**config.mk**
```make
export PLATFORM = sky130hd
export DESIGN_NAME = micro_sequencer_flat
export DESIGN_NICKNAME = d
export VERILOG_FILES = /design/src/rtl/micro_sequencer_pkg.sv /design/src/rtl/micro_sequencer_if.sv /design/src/rtl/micro_sequencer_next_addr.sv /design/src/rtl/micro_sequencer.sv /design/src/flat_wrapper.sv
export SDC_FILE = /design/constraint.sdc
export NUM_CORES = 1
export LEC_CHECK = 0
export ABC_AREA = 1
export CAP_MARGIN = 20
export CELL_PAD_IN_SITES_DETAIL_PLACEMENT = 0
export CELL_PAD_IN_SITES_GLOBAL_PLACEMENT = 1
export CORE_ASPECT_RATIO = 1.25
export CORE_UTILIZATION = 28
export CTS_CLUSTER_DIAMETER = 50
export DETAILED_ROUTE_END_ITERATION = 12
export HOLD_SLACK_MARGIN = 0.06
export MAX_ROUTING_LAYER = met4
export PLACE_DENSITY = 0.87
export SLEW_MARGIN = 0
export SYNTH_ARGS = -nofsm -noshare
export SYNTH_HDL_FRONTEND = slang
export SYNTH_HIERARCHICAL = 1
export SYNTH_SLANG_ARGS = --single-unit
```
**constraint.sdc**
```tcl
create_clock -name MICRO_SEQUENCER_CLOCK_50 -period 2.9 [get_ports MICRO_SEQUENCER_CLOCK_50]
set_input_delay 0.58 -clock MICRO_SEQUENCER_CLOCK_50 [delete_from_list [all_inputs] [get_ports MICRO_SEQUENCER_CLOCK_50]]
set_output_delay 0.58 -clock MICRO_SEQUENCER_CLOCK_50 [all_outputs]
set_load 0.03 [all_outputs]
```
**src/rtl/micro_sequencer_pkg.sv**
```systemverilog
// micro_sequencer_pkg: shared state encodings, COND codes and decode constants
package micro_sequencer_pkg;
  typedef enum logic [1:0] {ST_RUN = 2'b00, ST_WAIT_ACK = 2'b01} state_e;
  typedef enum logic [2:0] {
    COND_NEXT   = 3'b000,
    COND_N      = 3'b001,
    COND_Z      = 3'b010,
    COND_V      = 3'b011,
    COND_C      = 3'b100,
    COND_IR13   = 3'b101,
    COND_JUMP   = 3'b110,
    COND_DECODE = 3'b111
  } cond_e;
  localparam logic DECODE_MSB = 1'b1;
  localparam logic [10:0] DEFAULT_TRAP_ADDR = 11'h7F0;
endpackage

```
**src/rtl/micro_sequencer_if.sv**
```systemverilog
// micro_sequencer_if: microword/memory-status inputs and sequencer outputs
interface micro_sequencer_if #(parameter int CS_ADDR_W = 11);
  logic [2:0]           MICRO_SEQUENCER_COND_InBus;
  logic [CS_ADDR_W-1:0] MICRO_SEQUENCER_JUMPADDR_InBus;
  logic [31:0]          MICRO_SEQUENCER_IR_InBus;
  logic [3:0]           MICRO_SEQUENCER_FLAGS_InBus;
  logic                 MICRO_SEQUENCER_MEMREQ;
  logic                 MICRO_SEQUENCER_ACK;
  logic [CS_ADDR_W-1:0] MICRO_SEQUENCER_CSAddress_OutBus;
  logic                 MICRO_SEQUENCER_STALL;
  logic                 MICRO_SEQUENCER_FAULT;
  logic [1:0]           MICRO_SEQUENCER_STATE_OutBus;
  modport master (
    output MICRO_SEQUENCER_COND_InBus, MICRO_SEQUENCER_JUMPADDR_InBus, MICRO_SEQUENCER_IR_InBus,
           MICRO_SEQUENCER_FLAGS_InBus, MICRO_SEQUENCER_MEMREQ, MICRO_SEQUENCER_ACK,
    input  MICRO_SEQUENCER_CSAddress_OutBus, MICRO_SEQUENCER_STALL, MICRO_SEQUENCER_FAULT,
           MICRO_SEQUENCER_STATE_OutBus
  );
  modport slave (
    input  MICRO_SEQUENCER_COND_InBus, MICRO_SEQUENCER_JUMPADDR_InBus, MICRO_SEQUENCER_IR_InBus,
           MICRO_SEQUENCER_FLAGS_InBus, MICRO_SEQUENCER_MEMREQ, MICRO_SEQUENCER_ACK,
    output MICRO_SEQUENCER_CSAddress_OutBus, MICRO_SEQUENCER_STALL, MICRO_SEQUENCER_FAULT,
           MICRO_SEQUENCER_STATE_OutBus
  );
endinterface

```
**src/rtl/micro_sequencer_next_addr.sv**
```systemverilog
// micro_sequencer_next_addr: combinational next-microaddress multiplexer
module micro_sequencer_next_addr
  import micro_sequencer_pkg::*;
#(
  parameter int CS_ADDR_W = 11
) (
  input  logic [2:0]           cond_i,
  input  logic [CS_ADDR_W-1:0] cs_addr_i,
  input  logic [CS_ADDR_W-1:0] jump_addr_i,
  input  logic [31:0]          ir_i,
  input  logic [3:0]           flags_i,
  output logic [CS_ADDR_W-1:0] next_o
);
  logic                 take;
  logic [CS_ADDR_W-1:0] seq_addr;
  logic [CS_ADDR_W-1:0] dec_addr;
  // flags are packed {N,Z,V,C}
  assign take = (cond_i == COND_N    & flags_i[3]) |
                (cond_i == COND_Z    & flags_i[2]) |
                (cond_i == COND_V    & flags_i[1]) |
                (cond_i == COND_C    & flags_i[0]) |
                (cond_i == COND_IR13 & ir_i[13])   |
                (cond_i == COND_JUMP);
  assign seq_addr = cs_addr_i + CS_ADDR_W'(1);
  assign dec_addr = CS_ADDR_W'({DECODE_MSB, ir_i[31:30], ir_i[24:19], 2'b00});
  assign next_o   = (cond_i == COND_DECODE) ? dec_addr : take ? jump_addr_i : seq_addr;
endmodule

```
**src/rtl/micro_sequencer.sv**
```systemverilog
// micro_sequencer: control-store address register with memory-ACK stall and timeout trap
module micro_sequencer
  import micro_sequencer_pkg::*;
#(
  parameter int                   CS_ADDR_W = 11,
  parameter int                   TIMEOUT   = 16,
  parameter logic [CS_ADDR_W-1:0] TRAP_ADDR = CS_ADDR_W'(DEFAULT_TRAP_ADDR)
) (
  input  logic              MICRO_SEQUENCER_CLOCK_50,
  input  logic              MICRO_SEQUENCER_RESET_InHigh,
  micro_sequencer_if.slave  bus
);
  localparam int CNT_W = $clog2(TIMEOUT);
  state_e               state_q, state_d;
  logic [CS_ADDR_W-1:0] addr_q, addr_d, next_addr;
  logic [CNT_W-1:0]     cnt_q, cnt_d;
  logic                 fault_q, fault_d;
  logic                 memreq, ack;
  assign memreq = bus.MICRO_SEQUENCER_MEMREQ;
  assign ack    = bus.MICRO_SEQUENCER_ACK;
  micro_sequencer_next_addr #(.CS_ADDR_W(CS_ADDR_W)) u_next_addr (
    .cond_i      (bus.MICRO_SEQUENCER_COND_InBus),
    .cs_addr_i   (addr_q),
    .jump_addr_i (bus.MICRO_SEQUENCER_JUMPADDR_InBus),
    .ir_i        (bus.MICRO_SEQUENCER_IR_InBus),
    .flags_i     (bus.MICRO_SEQUENCER_FLAGS_InBus),
    .next_o      (next_addr)
  );
  always_comb begin
    state_d = state_q;
    addr_d  = addr_q;
    cnt_d   = cnt_q;
    fault_d = fault_q;
    case (state_q)
      ST_RUN: begin
        if (memreq & ~ack) begin
          state_d = ST_WAIT_ACK;
          cnt_d   = CNT_W'(1);
        end else addr_d = next_addr;
      end
      ST_WAIT_ACK: begin
        // ACK takes priority over a coincident timeout
        if (ack) begin
          addr_d  = next_addr;
          state_d = ST_RUN;
          cnt_d   = '0;
        end else if (cnt_q == CNT_W'(TIMEOUT - 1)) begin
          addr_d  = TRAP_ADDR;
          fault_d = 1'b1;
          state_d = ST_RUN;
          cnt_d   = '0;
        end else cnt_d = cnt_q + CNT_W'(1);
      end
      default: begin
        state_d = ST_RUN;
        addr_d  = '0;
        cnt_d   = '0;
      end
    endcase
  end
  always_ff @(posedge MICRO_SEQUENCER_CLOCK_50) begin
    if (MICRO_SEQUENCER_RESET_InHigh) begin
      state_q <= ST_RUN;
      addr_q  <= '0;
      cnt_q   <= '0;
      fault_q <= 1'b0;
    end else begin
      state_q <= state_d;
      addr_q  <= addr_d;
      cnt_q   <= cnt_d;
      fault_q <= fault_d;
    end
  end
  assign bus.MICRO_SEQUENCER_STALL = ((state_q == ST_RUN) & memreq & ~ack) |
                                     ((state_q == ST_WAIT_ACK) & ~ack);
  assign bus.MICRO_SEQUENCER_CSAddress_OutBus = addr_q;
  assign bus.MICRO_SEQUENCER_FAULT            = fault_q;
  assign bus.MICRO_SEQUENCER_STATE_OutBus     = state_q;
endmodule

```
**src/flat_wrapper.sv**
```systemverilog
// flat-port wrapper written by rule: the top's interface ports become plain ports
module micro_sequencer_flat import micro_sequencer_pkg::*;
#(
  parameter int                   CS_ADDR_W = 11,
  parameter int                   TIMEOUT   = 16,
  parameter logic [CS_ADDR_W-1:0] TRAP_ADDR = CS_ADDR_W'(DEFAULT_TRAP_ADDR)
)
  (MICRO_SEQUENCER_CLOCK_50, MICRO_SEQUENCER_RESET_InHigh, bus_MICRO_SEQUENCER_COND_InBus, bus_MICRO_SEQUENCER_JUMPADDR_InBus, bus_MICRO_SEQUENCER_IR_InBus, bus_MICRO_SEQUENCER_FLAGS_InBus, bus_MICRO_SEQUENCER_MEMREQ, bus_MICRO_SEQUENCER_ACK, bus_MICRO_SEQUENCER_CSAddress_OutBus, bus_MICRO_SEQUENCER_STALL, bus_MICRO_SEQUENCER_FAULT, bus_MICRO_SEQUENCER_STATE_OutBus);
  micro_sequencer_if #(.CS_ADDR_W(CS_ADDR_W)) bus_i ();
  input  logic MICRO_SEQUENCER_CLOCK_50;
  input  logic MICRO_SEQUENCER_RESET_InHigh;
  input wire logic [$bits(bus_i.MICRO_SEQUENCER_COND_InBus)-1:0] bus_MICRO_SEQUENCER_COND_InBus;
  input wire logic [$bits(bus_i.MICRO_SEQUENCER_JUMPADDR_InBus)-1:0] bus_MICRO_SEQUENCER_JUMPADDR_InBus;
  input wire logic [$bits(bus_i.MICRO_SEQUENCER_IR_InBus)-1:0] bus_MICRO_SEQUENCER_IR_InBus;
  input wire logic [$bits(bus_i.MICRO_SEQUENCER_FLAGS_InBus)-1:0] bus_MICRO_SEQUENCER_FLAGS_InBus;
  input wire logic [$bits(bus_i.MICRO_SEQUENCER_MEMREQ)-1:0] bus_MICRO_SEQUENCER_MEMREQ;
  input wire logic [$bits(bus_i.MICRO_SEQUENCER_ACK)-1:0] bus_MICRO_SEQUENCER_ACK;
  output wire logic [$bits(bus_i.MICRO_SEQUENCER_CSAddress_OutBus)-1:0] bus_MICRO_SEQUENCER_CSAddress_OutBus;
  output wire logic [$bits(bus_i.MICRO_SEQUENCER_STALL)-1:0] bus_MICRO_SEQUENCER_STALL;
  output wire logic [$bits(bus_i.MICRO_SEQUENCER_FAULT)-1:0] bus_MICRO_SEQUENCER_FAULT;
  output wire logic [$bits(bus_i.MICRO_SEQUENCER_STATE_OutBus)-1:0] bus_MICRO_SEQUENCER_STATE_OutBus;
  assign bus_i.MICRO_SEQUENCER_COND_InBus = bus_MICRO_SEQUENCER_COND_InBus;
  assign bus_i.MICRO_SEQUENCER_JUMPADDR_InBus = bus_MICRO_SEQUENCER_JUMPADDR_InBus;
  assign bus_i.MICRO_SEQUENCER_IR_InBus = bus_MICRO_SEQUENCER_IR_InBus;
  assign bus_i.MICRO_SEQUENCER_FLAGS_InBus = bus_MICRO_SEQUENCER_FLAGS_InBus;
  assign bus_i.MICRO_SEQUENCER_MEMREQ = bus_MICRO_SEQUENCER_MEMREQ;
  assign bus_i.MICRO_SEQUENCER_ACK = bus_MICRO_SEQUENCER_ACK;
  assign bus_MICRO_SEQUENCER_CSAddress_OutBus = bus_i.MICRO_SEQUENCER_CSAddress_OutBus;
  assign bus_MICRO_SEQUENCER_STALL = bus_i.MICRO_SEQUENCER_STALL;
  assign bus_MICRO_SEQUENCER_FAULT = bus_i.MICRO_SEQUENCER_FAULT;
  assign bus_MICRO_SEQUENCER_STATE_OutBus = bus_i.MICRO_SEQUENCER_STATE_OutBus;
  micro_sequencer #(.CS_ADDR_W(CS_ADDR_W), .TIMEOUT(TIMEOUT), .TRAP_ADDR(TRAP_ADDR)) u_core (.MICRO_SEQUENCER_CLOCK_50(MICRO_SEQUENCER_CLOCK_50), .MICRO_SEQUENCER_RESET_InHigh(MICRO_SEQUENCER_RESET_InHigh), .bus(bus_i));
endmodule
```
==> metrics.txt, run 1 <==
max frequency 378.8 MHz; HP Class reg -> reg; clock skew 0.0009123 ns; Residual DRC 0; top-level I/O count 69; Netlist Area Pre-Place 1393 µm²; post-synthesis instance total 246; status finished, final reports clean; cts bufs inserted 3; Layout fillers 552; final hold violation count 0; slowest cell on the critical path clkdlybuf4s50_1; CP peak stage delay 0.68 ns; DR WL met3 149 µm; crit path capture type output port; first-pass GRT wire length 6.210 mm; post-route insts no fill 352; Static Leak 0.0009252 µW; DR top layer met4; CTS tree done; mux contribution to synthesized area 0%; FF+latch count, synth 17; setup ws final 0.2602 ns; commonest non-fill, non-tap cells in the layout nand2_1 (83), clkdlybuf4s50_1 (44), nor2_1 (38), nand3_1 (32), inv_1 (27); First DRT Iteration DRCs 43; Synth Warn # 6; Area Growth Syn to Fin 38.90%; adder-cell area share of the yosys netlist 1.797%; share of cells above drive strength 1 8.219%; Setup TNS 0 ns; worst skew pair latency 0.25 ns; Die Ht 80.85 µm; Placed Cells 348; Total Power 776.4 µW; H-tree levels 1; Setup violations, final 0; Vias 1620; Routed Wire Length 3.844 mm; complex-gate fraction of the synthesized area 7.188%; Syn Nets 302; max-capacitance violation count 0; mean post-synth cell area 5.661 µm²; hpwl dp 2.955 mm; pre-CTS setup slack 0.2585 ns; Hold Buf Count CTS 0; Clock transition at path regs 0.07 ns; wl on met1 1.748 mm; Clock Sinks 17; Post-CTS Setup Bufs 0; commonest non-fill, non-tap cell in the layout nand2_1; Placement Rows 28; port bufs 44; Slew Limit Fails 0; die area 5261 µm²; number of diodes 0; sequential cell area 340.3 µm²; crit-path cells clkdlybuf4s50_1, nor2_4, inv_4, nand2_4, clkdlybuf4s50_1; post_cts resized 0; wire per inst 10.92 µm; Pre-antenna DRT Iters 4; Initial Utilization 29.23%; crit share post-route 91.03%; worst path arrival time 2.06 ns; largest net degree at the start of global routing 13; number of global-route vias before repair 1439; CP Class in -> out; post-synthesis simple-gate area fraction 52.38%; crit path buf inv count 3; area occupied by multi-input gates 884.6 µm²; Max Fanout on Critical Path 6; largest family of logic cells by synthesized area simple AND/OR/NAND/NOR gates; XOR/XNOR Fraction of Synth Area 1.887%; Area after DPL 1888 µm²; initial antenna violation count 0; CTS root buffer clkbuf_8; Max clock buf depth 2; DR WL met2 1.909 mm; vias per cell 4.602; Detail Route Antenna Nets 0; cell family with most CP delay buffers and inverters; PD cells 401.4 nW/µm²; GPL Wtd Cong 0.8737; RSZ-0062 raised after global routing false; die width 65.08 µm; startpoint types input pin; Max VDD drop 241.8 µV; final period demand of the worst path 2.640 ns; distinct cell type count after synthesis 28; CP most frequent cell clkdlybuf4s50_1; register area share after synthesis 24.44%; # nets final 349; Req. time, crit path 2.32 ns; placeable core area 4765 µm²; grt total ovfl 0; fin area 1934 µm²; total track usage 15.60%
## synth_stat cells
master    instances  share of area (%)
ha_1              2                1.8
o21ai_0           3                1.1
nand3_1          32                 12
o21ai_1           6                2.2
xnor2_1           1               0.63
nand3_2           1               0.72
buf_6             2                1.6
conb_1            1               0.27
nor3_1            1               0.36
nand4_1           4                1.8
nor2_4            1               0.81
nor2_2            1               0.45
inv_2             5                1.3
a21oi_1           6                2.2
o21ai_2           1               0.63
nand2_1          83                 22
nand2_2           3                1.3
inv_1            27                7.3
a21oi_2           1               0.63
xor2_1            2                1.3
buf_4             1               0.54
inv_4             2               0.90
nand2_4           2                1.6
nor2_1           38                 10
dfxtp_1          17                 24
buf_2             1               0.36
nor3_4            1                1.2
o21bai_1          1               0.54
## power by group
part / total (µW) / switching [µW] / internal (µW)
Combinational: 304 / 170 / 134
Sequential: 289 / 33.1 / 255
Clock: 183 / 88.0 / 95.4
## area by class of cell
type                            count  share of cell area [%]
Clock inverter                      1                  0.2587
Timing Repair Buffer               46                   23.54
Tap cell                           60                   3.881
Multi-Input combinational cell    191                   45.73
Inverter                           34                   6.856
Clock buffer                        3                   2.135
Sequential cell                    17                   17.59
## logic make-up (layout without fill, tap and decap cells)
group                    after synthesis  after routing
AO/OA/AOI/OAI                         18             18
XOR/XNOR                               3              3
adder cells (fa/ha/maj)                2              2
buffers and inverters                 38             84
flip-flops                            17             17
other                                  1              1
AND/OR/NAND/NOR                      167            167
## state kept, by name, indices dropped and copies added, names as in the netlist
signal	cells
u_core/bus.MICRO_SEQUENCER_CSAddress_OutBus	11
u_core/bus.MICRO_SEQUENCER_STATE_OutBus	1
u_core/cnt_q	4
u_core/bus.MICRO_SEQUENCER_FAULT	1
## worst reg2reg max path, delay by kind of cell, from the launching register on
family	cells	cell delay (ns)
and+or+nand+nor	10	1.08
buffers and inverters	1	0.06
DFF	1	0.46
## per-stage QoR
step | hold WS, ns | utilization, %
finish | 0.4909 | 40.60
detailed placement | 0.4700 | 39.63
global route | 0.5200 | 40.60
global placement | 0.4690 | 39.63
floorplan | 0.4625 | -
CTS | 0.4934 | 40.60
## routing by layer
layer	up-vias	track usage [%]
met1	734	17.34
met5	-	-
li1	856	-
met4	0	5.870
met3	2	1.404
met2	28	28.65
## final timing paths
| check | cells past startpoint | slack [ns] | start | end |
|---|---|---|---|---|
| max | 5 | 0.26 | bus_MICRO_SEQUENCER_ACK | bus_MICRO_SEQUENCER_STALL |
| min | 2 | 0.49 | u_core/bus.MICRO_SEQUENCER_FAULT | u_core/bus.MICRO_SEQUENCER_FAULT |
| max reg2reg | 11 | 1.20 | u_core/bus.MICRO_SEQUENCER_CSAddress_OutBus[2] | u_core/bus.MICRO_SEQUENCER_CSAddress_OutBus[7] |
| min reg2reg | 2 | 0.49 | u_core/bus.MICRO_SEQUENCER_FAULT | u_core/bus.MICRO_SEQUENCER_FAULT |
Note: power is estimated with default switching activity, not from simulation.
==> run 2, diff against run 1 <==
--- a/config.mk
+++ b/config.mk
@@ -16,7 +16,6 @@
 export HOLD_SLACK_MARGIN = 0.06
 export MAX_ROUTING_LAYER = met4
 export PLACE_DENSITY = 0.87
-export SLEW_MARGIN = 0
 export SYNTH_ARGS = -nofsm -noshare
 export SYNTH_HDL_FRONTEND = slang
 export SYNTH_HIERARCHICAL = 1
==> results of run 2 <==
Final layout, timing and power as in run 1 (identical DEF).
